`src/rtl/dma_in_sched.sv`:
```
// rtl/dma_in_sched.sv - descriptor FIFO and issue scheduler in front of a dma_in engine
// Optional ring mode (loop_en port) is enabled by defining DMA_IN_SCHED_LOOP_EN.
module dma_in_sched #(
   parameter int DEPTH = 4,
   parameter int CNT_W = 16
) (
   input  logic             clk,
   input  logic             srst,
   input  logic             desc_valid,
   output logic             desc_ready,
   input  logic [31:0]      desc_start_addr,
   input  logic [31:0]      desc_length,
   input  logic [31:0]      desc_timer_init,
   input  logic             desc_reverse,
   input  logic             desc_run_till_last,
   input  logic             flush,
`ifdef DMA_IN_SCHED_LOOP_EN
   input  logic             loop_en,
`endif
   output logic             config_valid,
   input  logic             config_ready,
   output logic [31:0]      config_payload_startAddr,
   output logic [31:0]      config_payload_length,
   output logic [31:0]      config_payload_timerInit,
   output logic             config_payload_reverse,
   output logic             config_payload_run_till_last,
   output logic             dma_reset,
   output logic [CNT_W-1:0] done_cnt,
   output logic [3:0]       pending,
   output logic             busy,
   output logic             interrupt,
   input  logic             interrupt_clear
);

   localparam int AW = $clog2(DEPTH);
   localparam int CW = $clog2(DEPTH) + 1;
   localparam logic [CW-1:0] FULL     = CW'(DEPTH);
   localparam logic [CW-1:0] ONE_FREE = CW'(DEPTH - 1);

   typedef struct packed {
      logic [31:0] addr;
      logic [31:0] len;
      logic [31:0] timer;
      logic        rev;
      logic        rtl;
   } desc_t;

   typedef enum logic [1:0] {IDLE, ISSUE, ABORT} state_t;

   state_t          state, state_nx;
   desc_t           mem [DEPTH];
   desc_t           cur, in_desc;
   logic [AW-1:0]   wr_ptr, rd_ptr, wr_next;
   logic [CW-1:0]   count;
   logic [4:0]      count5;
   logic [CNT_W-1:0] done_q;
   logic            intr_q;
   logic            loop_on, issue_done, repush, push, pop, bypass, fifo_wr, intr_set;

`ifdef DMA_IN_SCHED_LOOP_EN
   assign loop_on = loop_en;
`else
   assign loop_on = 1'b0;
`endif

   assign in_desc    = {desc_start_addr, desc_length, desc_timer_init, desc_reverse, desc_run_till_last};
   assign issue_done = (state == ISSUE) && config_ready;
   assign repush     = issue_done && loop_on && !flush && (count != FULL);
   // The ring re-push claims the last free slot ahead of any external push.
   assign desc_ready = (count != FULL) && !(repush && (count == ONE_FREE));
   assign push       = desc_valid && desc_ready && !flush;
   assign pop        = (state == IDLE) && (count != '0) && !flush;
   assign bypass     = (state == IDLE) && (count == '0) && push;
   assign fifo_wr    = push && !bypass;
   assign wr_next    = wr_ptr + AW'(1);
   assign intr_set   = issue_done && (count == '0) && !push && !loop_on;

   always_comb begin
      state_nx = state;
      case (state)
         IDLE:    if (pop || bypass) state_nx = ISSUE;
         ISSUE:   if (config_ready) state_nx = IDLE;
                  else if (flush) state_nx = ABORT;
         ABORT:   if (config_ready) state_nx = IDLE;
         default: state_nx = IDLE;
      endcase
   end

   always_ff @(posedge clk) begin
      if (srst) state <= IDLE;
      else      state <= state_nx;
   end

   always_ff @(posedge clk) begin
      if (repush)  mem[wr_ptr] <= cur;
      if (fifo_wr) mem[repush ? wr_next : wr_ptr] <= in_desc;
   end

   always_ff @(posedge clk) begin
      if (srst || flush) begin
         wr_ptr <= '0;
         rd_ptr <= '0;
         count  <= '0;
      end else begin
         wr_ptr <= wr_ptr + AW'(fifo_wr) + AW'(repush);
         rd_ptr <= rd_ptr + AW'(pop);
         count  <= count + CW'(fifo_wr) + CW'(repush) - CW'(pop);
      end
   end

   always_ff @(posedge clk) begin
      if (srst) begin
         cur    <= '0;
         done_q <= '0;
         intr_q <= 1'b0;
      end else begin
         if (pop)         cur <= mem[rd_ptr];
         else if (bypass) cur <= in_desc;
         if (issue_done)  done_q <= done_q + CNT_W'(1);
         if (intr_set)    intr_q <= 1'b1;
         else if (interrupt_clear) intr_q <= 1'b0;
      end
   end

   // Occupancy 16 (DEPTH=16) does not fit the 4-bit port; report it saturated.
   assign count5  = 5'(count);
   assign pending = count5[4] ? 4'hF : count5[3:0];

   assign config_valid                 = (state != IDLE);
   assign busy                         = (state != IDLE);
   assign dma_reset                    = (state == ABORT);
   assign config_payload_startAddr     = cur.addr;
   assign config_payload_length        = cur.len;
   assign config_payload_timerInit     = cur.timer;
   assign config_payload_reverse       = cur.rev;
   assign config_payload_run_till_last = cur.rtl;
   assign done_cnt                     = done_q;
   assign interrupt                    = intr_q;

endmodule

```
`config.mk`:
```
export PLATFORM = sky130hd
export DESIGN_NAME = dma_in_sched
export DESIGN_NICKNAME = d
export VERILOG_FILES = /design/src/rtl/dma_in_sched.sv
export SDC_FILE = /design/constraint.sdc
export NUM_CORES = 1
export LEC_CHECK = 0
export ABC_AREA = 1
export BUFFER_PORTS_ARGS = -buffer_cell sky130_fd_sc_hd__buf_2
export CORE_MARGIN = 2
export CORE_UTILIZATION = 59
export CTS_CLUSTER_SIZE = 25
export DETAILED_ROUTE_END_ITERATION = 10
export GPL_ROUTABILITY_DRIVEN = 0
export HOLD_SLACK_MARGIN = 0.06
export PLACE_DENSITY = 0.85
export REMOVE_ABC_BUFFERS = 1
export SLEW_MARGIN = 0
export SYNTH_ARGS = -nofsm -noshare
export SYNTH_HDL_FRONTEND = slang
export SYNTH_SLANG_ARGS = --single-unit
```
`constraint.sdc`:
```
create_clock -name clk -period 11.3 [get_ports clk]
set_clock_uncertainty 0.1 [all_clocks]
set_input_delay 2.26 -clock clk [delete_from_list [all_inputs] [get_ports clk]]
set_output_delay 2.26 -clock clk [all_outputs]
set_load 0.05 [all_outputs]
```
==> results.yml, run 1 <==
final_layout:
  postLayoutCoreUtil: 0.677
  drive_above_1_share: 0.144
  syn_to_final_growth_pct: 13.9
  multi_input_area_mm2: 0.00559
  final-seq-area_mm2: 0.0143
  nFillCells: 2546
  num-nets-final: 2358
route:
  avgViaCountPerCell: 5.52
  drt-total-wl_um: 47900
  drc: 0
  ant_nets: 0
  vias: 15200
  initialDrtViolationCount: 1390
  routedWlPerCell_um: 17.4
  first_pass_iters: 5
sta:
  hold_slack_ns: 0.368
  maxSlewHeadroom: 0.200
  max_freq_mhz: 233
  fin_crit_ns: 4.30
  rsz0062_at_grt: "no"
  drv_slew: 0
  hold_viol: 0
  setup_viol: 0
  timing.final.crit_share: 0.380
  fin_ws_ns: 7.00
  tightest_slew_ns: 1.20
  setup_tns_ns: 0
synthesis:
  ys_ff_latch: 516
  netlist-cell-type-count: 32
  syn_inst: 2075
  yosys.area.top_type: "edfxtp_1"
  syn_avg_cell_area_um2: 10.1
  yosysWarnings: 0
  netlist_top_cells_area: "edfxtp_1 56%, dfxtp_1 12%, nor2_1 9.4%"
  yosysSeqAreaShare: 0.679
  synth_top_area_frac: 0.561
  syn-cell-area_mm2: 0.0210
power:
  swShare: 0.232
  p_sw_uw: 954
  power_frac_seq: 0.510
  peakVddDrop_v: 0.000188
  clkPwrFrac: 0.408
  comb_power_share: 0.082
  leakagePower_uw: 0.00969
  powerDensity_mw_per_mm2: 172
  internal-power_uw: 3160
critical_path:
  path_cells: "buf_2, nor2_4, nand2_4, inv_4, buf_4, ha_1, xnor2_1, nor2_1"
  slowest_delay_ns: 0.83
  crit_slowest_cell: "buf_4"
  start_kind: "primary input"
  cp.arrival_ns: 4.62
  ff2ff_path_depth: 8
  critPathCaptureType: "flop"
  critPathRequiredTime_ns: 11.62
  cp_max_fo: 78
  crit_type: "in2reg"
  r2r_setup_slack_ns: 8.06
floorplan:
  placementRows: 69
  coreArea_mm2: 0.0353
  dieArea_mm2: 0.0371
  start_util: 0.594
  ioPinCount: 227
  fp.dieH_um: 193
  die_w_um: 193
clock_network:
  clock-root-buffer: "clkbuf_16"
  cts_post_setup_buffers_inserted: 0
  cts_buffers: 51
  cts_tree: "built"
  path_clk_slew_ns: 0.06
  holdBufCountCts: 0
  clk_latency_ns: 0.55
  h-tree-depth: 2
  clk_path_buf_depth: 3
  clock_sinks: 516
  ctsResizeCount: 0
job:
  max_cap_viol_count: 0
global_routing:
  grt_pass1_vias: 14800
  grt_pass1_wl_um: 74500
  grt_max_degree: 117
  overflow: 0
  track_usage: 0.256
  antenna_found_initial: 10
min_path:
  hold_depth: 2
  min_path_type: "reg2reg"
placement:
  hpwl_um: 27000
  port_buffers: 225
  dp_slack_ns: 6.48
run_status:
  status: "finished, final reports clean"
kinds of logic (layout without fill, tap and decap cells):
logic type / count (synthesis) / count (layout) / synth area share
AOI/OAI and AO/OA: 313 / 313 / 0.0748
xor gates and xnor gates: 5 / 5 / 0.00209
adders and majority gates: 6 / 6 / 0.00394
buffers and inverters: 254 / 469 / 0.0551
DFF: 516 / 516 / 0.679
other: 1 / 8 / 0.000179
and+or+nand+nor: 980 / 980 / 0.184
path summary, 6_finish.rpt:
check             from                           to
max              flush                    rd_ptr[1]
min          interrupt                    interrupt
max reg2reg  rd_ptr[0]  config_payload_timerInit[1]
min reg2reg  interrupt                    interrupt
layer usage:
metal / up-vias / GRT usage / wire length, um
li1: 7239 / - / -
met1: 7274 / 0.315 / 18700
met2: 600 / 0.448 / 24000
met3: 105 / 0.0427 / 3470
met4: 8 / 0.110 / 1700
met5: - / 0 / 55
registers in the layout, indices dropped and copies added, names as in the netlist, 2 cells and up:
signal	count
mem	392
config_payload_length	32
config_payload_startAddr	32
config_payload_timerInit	32
done_cnt	16
count	3
rd_ptr	2
state	2
wr_ptr	2
area by class of cell:
type | count | share of cell area
antenna | 7 | 0.000733
clock buffer | 72 | 0.0602
clock inverter | 23 | 0.0101
inverter | 133 | 0.0214
multi-input combinational | 1305 | 0.234
sequential | 516 | 0.597
tap | 461 | 0.0241
timing repair buffer | 241 | 0.0523
critical path: cells and delay by family:
family	cells	cell delay, ns
buffers and inverters	3	1.33
AND/OR/NAND/NOR	3	0.49
adder cells (fa/ha/maj)	1	0.33
XOR/XNOR	1	0.12
power groups by stage:
stage,Combinational [uW],Clock (uW),Sequential (uW)
floorplan,116,0,2250
global placement,325,0,2140
detailed placement,335,0,2140
CTS,337,1700,2100
global route,367,1780,2100
finish,336,1680,2100
synthesized netlist by cell type, drive strengths merged:
cell and number:
clkbuf 45, edfxtp 392, nor3 10, buf 76
nor4 1, or2 1, clkinv 1, inv 132
nand3 105, xnor2 4, a21oi 11, ha 5
conb 1, nor2 525, dfxtp 124, fa 1
xor2 1, o21ai 301, nand4 7, nand2 331
o21a 1
per-stage QoR:
stage / total power (uW) / cells / area (um^2)
after global routing: 4250 / 2756 / 23900
after CTS: 4140 / 2751 / 23900
after global placement: 2460 / 2656 / 22200
after detailed placement: 2470 / 2656 / 22200
after floorplan: 2370 / 1954 / 20300
final: 4120 / 2758 / 23900
placed cells by master, fill, tap and decap left out, types with 2 or more instances in the layout:
master	instances
a21oi_1	11
buf_2	224
buf_4	17
bufinv_16	5
clkbuf_1	15
clkbuf_16	53
clkbuf_8	4
clkinv_1	6
clkinv_2	9
clkinvlp_4	3
dfxtp_1	122
dfxtp_4	2
diode_2	7
edfxtp_1	392
ha_1	5
inv_1	130
inv_6	2
nand2_1	330
nand3_1	104
nand4_1	7
nor2_1	523
nor3_1	5
nor3_2	5
o21ai_0	206
o21ai_1	95
xnor2_1	4
(Power assumes the default switching activity.)
==> run 2: changes to the inputs <==
Clock period 11.3 ns to 4.35 ns, I/O delays scaled along.
==> run 2 against run 1 <==
Net effect: die area unchanged; non-clock buffer count increased by 4; power increased to 2.6 times the previous value; sequential power increased to 2.6 times the previous value; wire length decreased by 2.5%; sequential share of layout area decreased by 0.26 points; register-to-register slack got worse by 6.4 ns; via count decreased by 0.29%; highest routed layer unchanged.
==> results.yml, run 2 (synthesized netlist as in run 1, its figures left out) <==
run_status:
  status: "finished, final reports clean"
global_routing:
  grt_pass1_vias: 14400
  track_usage: 0.252
  overflow: 0
  grt_pass1_wl_um: 72300
  antenna_found_initial: 9
  grt_max_degree: 149
route:
  avgViaCountPerCell: 5.50
  drc: 0
  vias: 15200
  routedWlPerCell_um: 16.9
  drt-total-wl_um: 46700
  first_pass_iters: 5
  ant_nets: 0
  initialDrtViolationCount: 1221
clock_network:
  path_clk_slew_ns: 0.06
  cts_post_setup_buffers_inserted: 0
  clk_latency_ns: 0.58
  clock-root-buffer: "clkbuf_16"
  h-tree-depth: 2
  cts_buffers: 51
  clock_sinks: 516
  clk_path_buf_depth: 3
  holdBufCountCts: 0
  cts_tree: "built"
  ctsResizeCount: 0
floorplan:
  fp.dieH_um: 193
  coreArea_mm2: 0.0353
  dieArea_mm2: 0.0371
  start_util: 0.594
  placementRows: 69
  ioPinCount: 227
  die_w_um: 193
final_layout:
  num-nets-final: 2362
  final-seq-area_mm2: 0.0143
  drive_above_1_share: 0.146
  largest-register: "mem"
  layout_commonest_cell: "nor2_1"
  largest_register_ffs: 392
  syn_to_final_growth_pct: 14.4
  layout_common_cells: "523 x nor2_1, 392 x edfxtp_1, 330 x nand2_1"
  nFillCells: 2513
  multi_input_area_mm2: 0.00559
sta:
  setup_viol: 0
  timing.final.crit_share: 0.612
  tightest_slew_ns: 1.10
  hold_slack_ns: 0.363
  fin_crit_ns: 2.66
  rsz0062_at_grt: "no"
  max_freq_mhz: 376
  maxSlewHeadroom: 0.264
  hold_viol: 0
  setup_tns_ns: 0
  drv_slew: 0
power:
  leakagePower_uw: 0.00971
  peakVddDrop_v: 0.000428
  powerDensity_mw_per_mm2: 445
critical_path:
  critPathTopFamily: "simple AND/OR/NAND/NOR gates"
  critPathRequiredTime_ns: 4.71
  crit_slowest_cell: "nand2_4"
  r2r_setup_slack_ns: 1.69
  crit_buf_inv: 2
  critPathCaptureType: "flop"
  start_kind: "flop"
  cp_max_fo: 42
  slowest_delay_ns: 0.49
  path_cells: "nor2_1, nand2_1, nand2_4, inv_4, ha_1, inv_1, ha_1, fa_1, xnor2_1, nor2_1"
  crit_type: "reg2reg"
  cp.arrival_ns: 3.02
min_path:
  min_path_type: "reg2reg"
placement:
  port_buffers: 225
  hpwl_um: 25200
job:
  max_cap_viol_count: 0
==> run 2: where the power goes <==
part / switching (uW) / total [uW] / internal (uW)
logic: 653 / 873 / 220
registers: 54.2 / 5450 / 5400
clock network: 1800 / 4360 / 2560
total: 2510 / 10700 / 8180
==> run 2: path summary, 6_finish.rpt <==
path	cells after the start	to	startpoint
max	10	count[2]	count[1]
min	2	interrupt	interrupt
max reg2reg	10	count[2]	count[1]
min reg2reg	2	interrupt	interrupt
==> run 2: worst register-to-register path, cell delays in order, from the launching register on <==
cell     delay (ns)
dfxtp_1        0.36
nor2_1         0.19
nand2_1        0.16
nand2_4        0.49
inv_4          0.07
ha_1           0.29
inv_1          0.04
ha_1           0.19
fa_1           0.41
xnor2_1        0.17
nor2_1         0.06
==> run 2: routing by layer <==
layer | GRT usage | vias to the layer above | share of wire
met5 | 0 | - | 0.00049
met4 | 0.104 | 4 | 0.028
met3 | 0.0375 | 84 | 0.069
met2 | 0.438 | 596 | 0.50
met1 | 0.316 | 7246 | 0.40
li1 | - | 7252 | -
==> run 2: per-stage QoR <==
step / cell area [um^2] / setup slack [ns] / instances / utilization / total power, uW
floorplan: 20300 / -4.31 / 1954 / - / 6150
global placement: 22300 / 1.43 / 2660 / 0.632 / 6400
detailed placement: 22300 / 1.41 / 2660 / 0.632 / 6430
CTS: 24000 / 1.68 / 2755 / 0.679 / 10800
global route: 24000 / 1.54 / 2760 / 0.679 / 11000
finish: 24000 / 1.69 / 2762 / 0.680 / 10700
==> run 2: area by class of cell <==
type,instances,area share
sequential,516,0.594
timing repair buffer,245,0.0569
tap,461,0.0240
inverter,133,0.0213
antenna,7,0.000730
multi-input combinational,1305,0.233
clock buffer,66,0.0564
clock inverter,29,0.0131
==> run 3: changes to the inputs <==
Clock period 4.35 ns to 2.62 ns, I/O delays scaled along.
==> run 3 against run 2 <==
Net effect: via count increased by 0.38%; final area is 1.3% higher; critical path depth is 6 lower; largest power group unchanged; cell count increased by 0.43%; count of clock-buffer cells in the layout up 4; largest cell class unchanged; register-to-register slack worse by 1.3 ns; power rose by 68%.
==> results.yml, run 3 (synthesized netlist as in run 1, its figures left out) <==
run_status:
  status: "finished, final reports clean"
critical_path:
  cp_max_fo: 3
  slowest_delay_ns: 0.37
  crit_slowest_cell: "dfxtp_1"
  start_kind: "flop"
  path_cells: "inv_1, nor3_1, inv_1, buf_2"
  critPathCaptureType: "output port"
  crit_top_cell: "inv_1"
  crit_type: "reg2out"
  crit_buf_inv: 3
  rr_endpoint: "count[2]"
  critPathTopFamily: "buffers and inverters"
  critPathRequiredTime_ns: 2.00
  timing.rr.start: "count[1]"
  cp.arrival_ns: 1.57
  ff2ff_path_depth: 10
  r2r_setup_slack_ns: 0.42
floorplan:
  fp.dieH_um: 193
  start_util: 0.594
  ioPinCount: 227
  dieArea_mm2: 0.0371
  placementRows: 69
  coreArea_mm2: 0.0353
  die_w_um: 193
power:
  powerDensity_mw_per_mm2: 741
  peakVddDrop_v: 0.000721
  power_frac_seq: 0.503
  internal-power_uw: 13800
  leakagePower_uw: 0.00987
  comb_power_share: 0.083
  swShare: 0.232
  p_sw_uw: 4180
  clkPwrFrac: 0.414
clock_network:
  cts_tree: "built"
  ctsResizeCount: 0
  path_clk_slew_ns: 0.06
  cts_buffers: 51
  h-tree-depth: 2
  clk_path_buf_depth: 3
  holdBufCountCts: 0
  clock_sinks: 516
  clock-root-buffer: "clkbuf_16"
  cts_post_setup_buffers_inserted: 0
  clk_latency_ns: 0.56
min_path:
  min_path_type: "in2reg"
  hp-start: "desc_timer_init[10]"
  hold_depth: 1
  holdPathEnd: "mem[1][12]"
job:
  max_cap_viol_count: 0
sta:
  tightest_slew_ns: 0.858
  fin_crit_ns: 2.20
  timing.final.crit_share: 0.839
  max_freq_mhz: 455
  setup_tns_ns: 0
  maxSlewHeadroom: 0.428
  setup_viol: 0
  hold_viol: 0
  drv_slew: 0
  rsz0062_at_grt: "no"
global_routing:
  grt_pass1_wl_um: 74200
  track_usage: 0.255
  antenna_found_initial: 9
  grt_max_degree: 198
  grt_pass1_vias: 14900
  overflow: 0
final_layout:
  largest-register: "mem"
  finalNonFillerCells: 2774
  layout_common_cells: "523 x nor2_1, 392 x edfxtp_1, 330 x nand2_1"
  syn_to_final_growth_pct: 15.8
  largest_register_ffs: 392
  final_cell_area_mm2: 0.0243
  num-nets-final: 2374
  drive_above_1_share: 0.153
  nFillCells: 2433
  layout_commonest_cell: "nor2_1"
placement:
  port_buffers: 225
  dp.cells: 2672
  hpwl_um: 26400
  placed_area_mm2: 0.0225
route:
  initialDrtViolationCount: 1149
  first_pass_iters: 5
  avgViaCountPerCell: 5.49
  routedWlPerCell_um: 17.2
  vias: 15200
  ant_nets: 0
  drc: 0
  drt-total-wl_um: 47600
==> run 3: cell types whose count changed in the layout (fill, tap and decap cells not counted), sizes merged <==
cell	previous run	this run
buf	245	257
clkbuf	66	70
inv	137	134
bufinv	6	5
clkinv	15	16
clkinvlp	4	3
==> run 3: final cells by class <==
class | instances | area (um^2) | area share
clock buffers | 70 | 1480 | 0.0611
inverters | 133 | 512 | 0.0211
clock inverters | 25 | 262 | 0.0108
diodes | 7 | 17.5 | 0.000721
well taps | 461 | 577 | 0.0237
flip-flops and latches | 516 | 14300 | 0.587
multi-input cells | 1305 | 5590 | 0.230
repair buffers | 257 | 1590 | 0.0656
==> run 3: power groups by stage <==
stage | logic (uW) | registers, uW | clock network, uW
after floorplan | 502 | 9700 | 0
after global placement | 1440 | 9220 | 0
after detailed placement | 1480 | 9220 | 0
after CTS | 1490 | 9050 | 7550
after global routing | 1620 | 9060 | 7850
final | 1490 | 9050 | 7460
==> run 3: metal layers <==
metal  track usage  routed length [um]  up-vias
met5             0                  36        -
met4         0.118                1460        6
met1         0.318               18800     7245
li1              -                   -     7276
met2         0.433               23800      605
met3        0.0466                3600      107
==> run 3: worst max-delay path by stage <==
stage / end / slack, ns / depth (start not counted) / startpoint
global placement: count[2] / 0.24 / 11 / flush
CTS: count[2] / 0.42 / 10 / count[1]
floorplan: mem[0][0] / -5.88 / 4 / count[1]
detailed placement: count[2] / 0.20 / 11 / flush
global route: count[1] / 0.34 / 10 / count[2]
finish: desc_ready / 0.42 / 4 / count[2]
==> run 3: worst register-to-register path, cell delays in order, from the launching register on <==
cell,delay [ns]
dfxtp_1,0.35
nor2_1,0.17
nand2_1,0.15
nand2_4,0.13
inv_4,0.04
ha_1,0.27
inv_1,0.04
ha_1,0.20
fa_1,0.42
xnor2_1,0.16
nor2_1,0.05
==> run 3: per-stage QoR <==
step	total power, uW	worst slack, ns	hold slack, ns	util
final	18000	0.422	0.0866	0.688
after global routing	18500	0.342	0.0755	0.688
after CTS	18100	0.423	0.0642	0.688
after detailed placement	10700	0.196	0.368	0.638
after global placement	10700	0.237	0.354	0.638
after floorplan	10200	-5.88	0.410	-
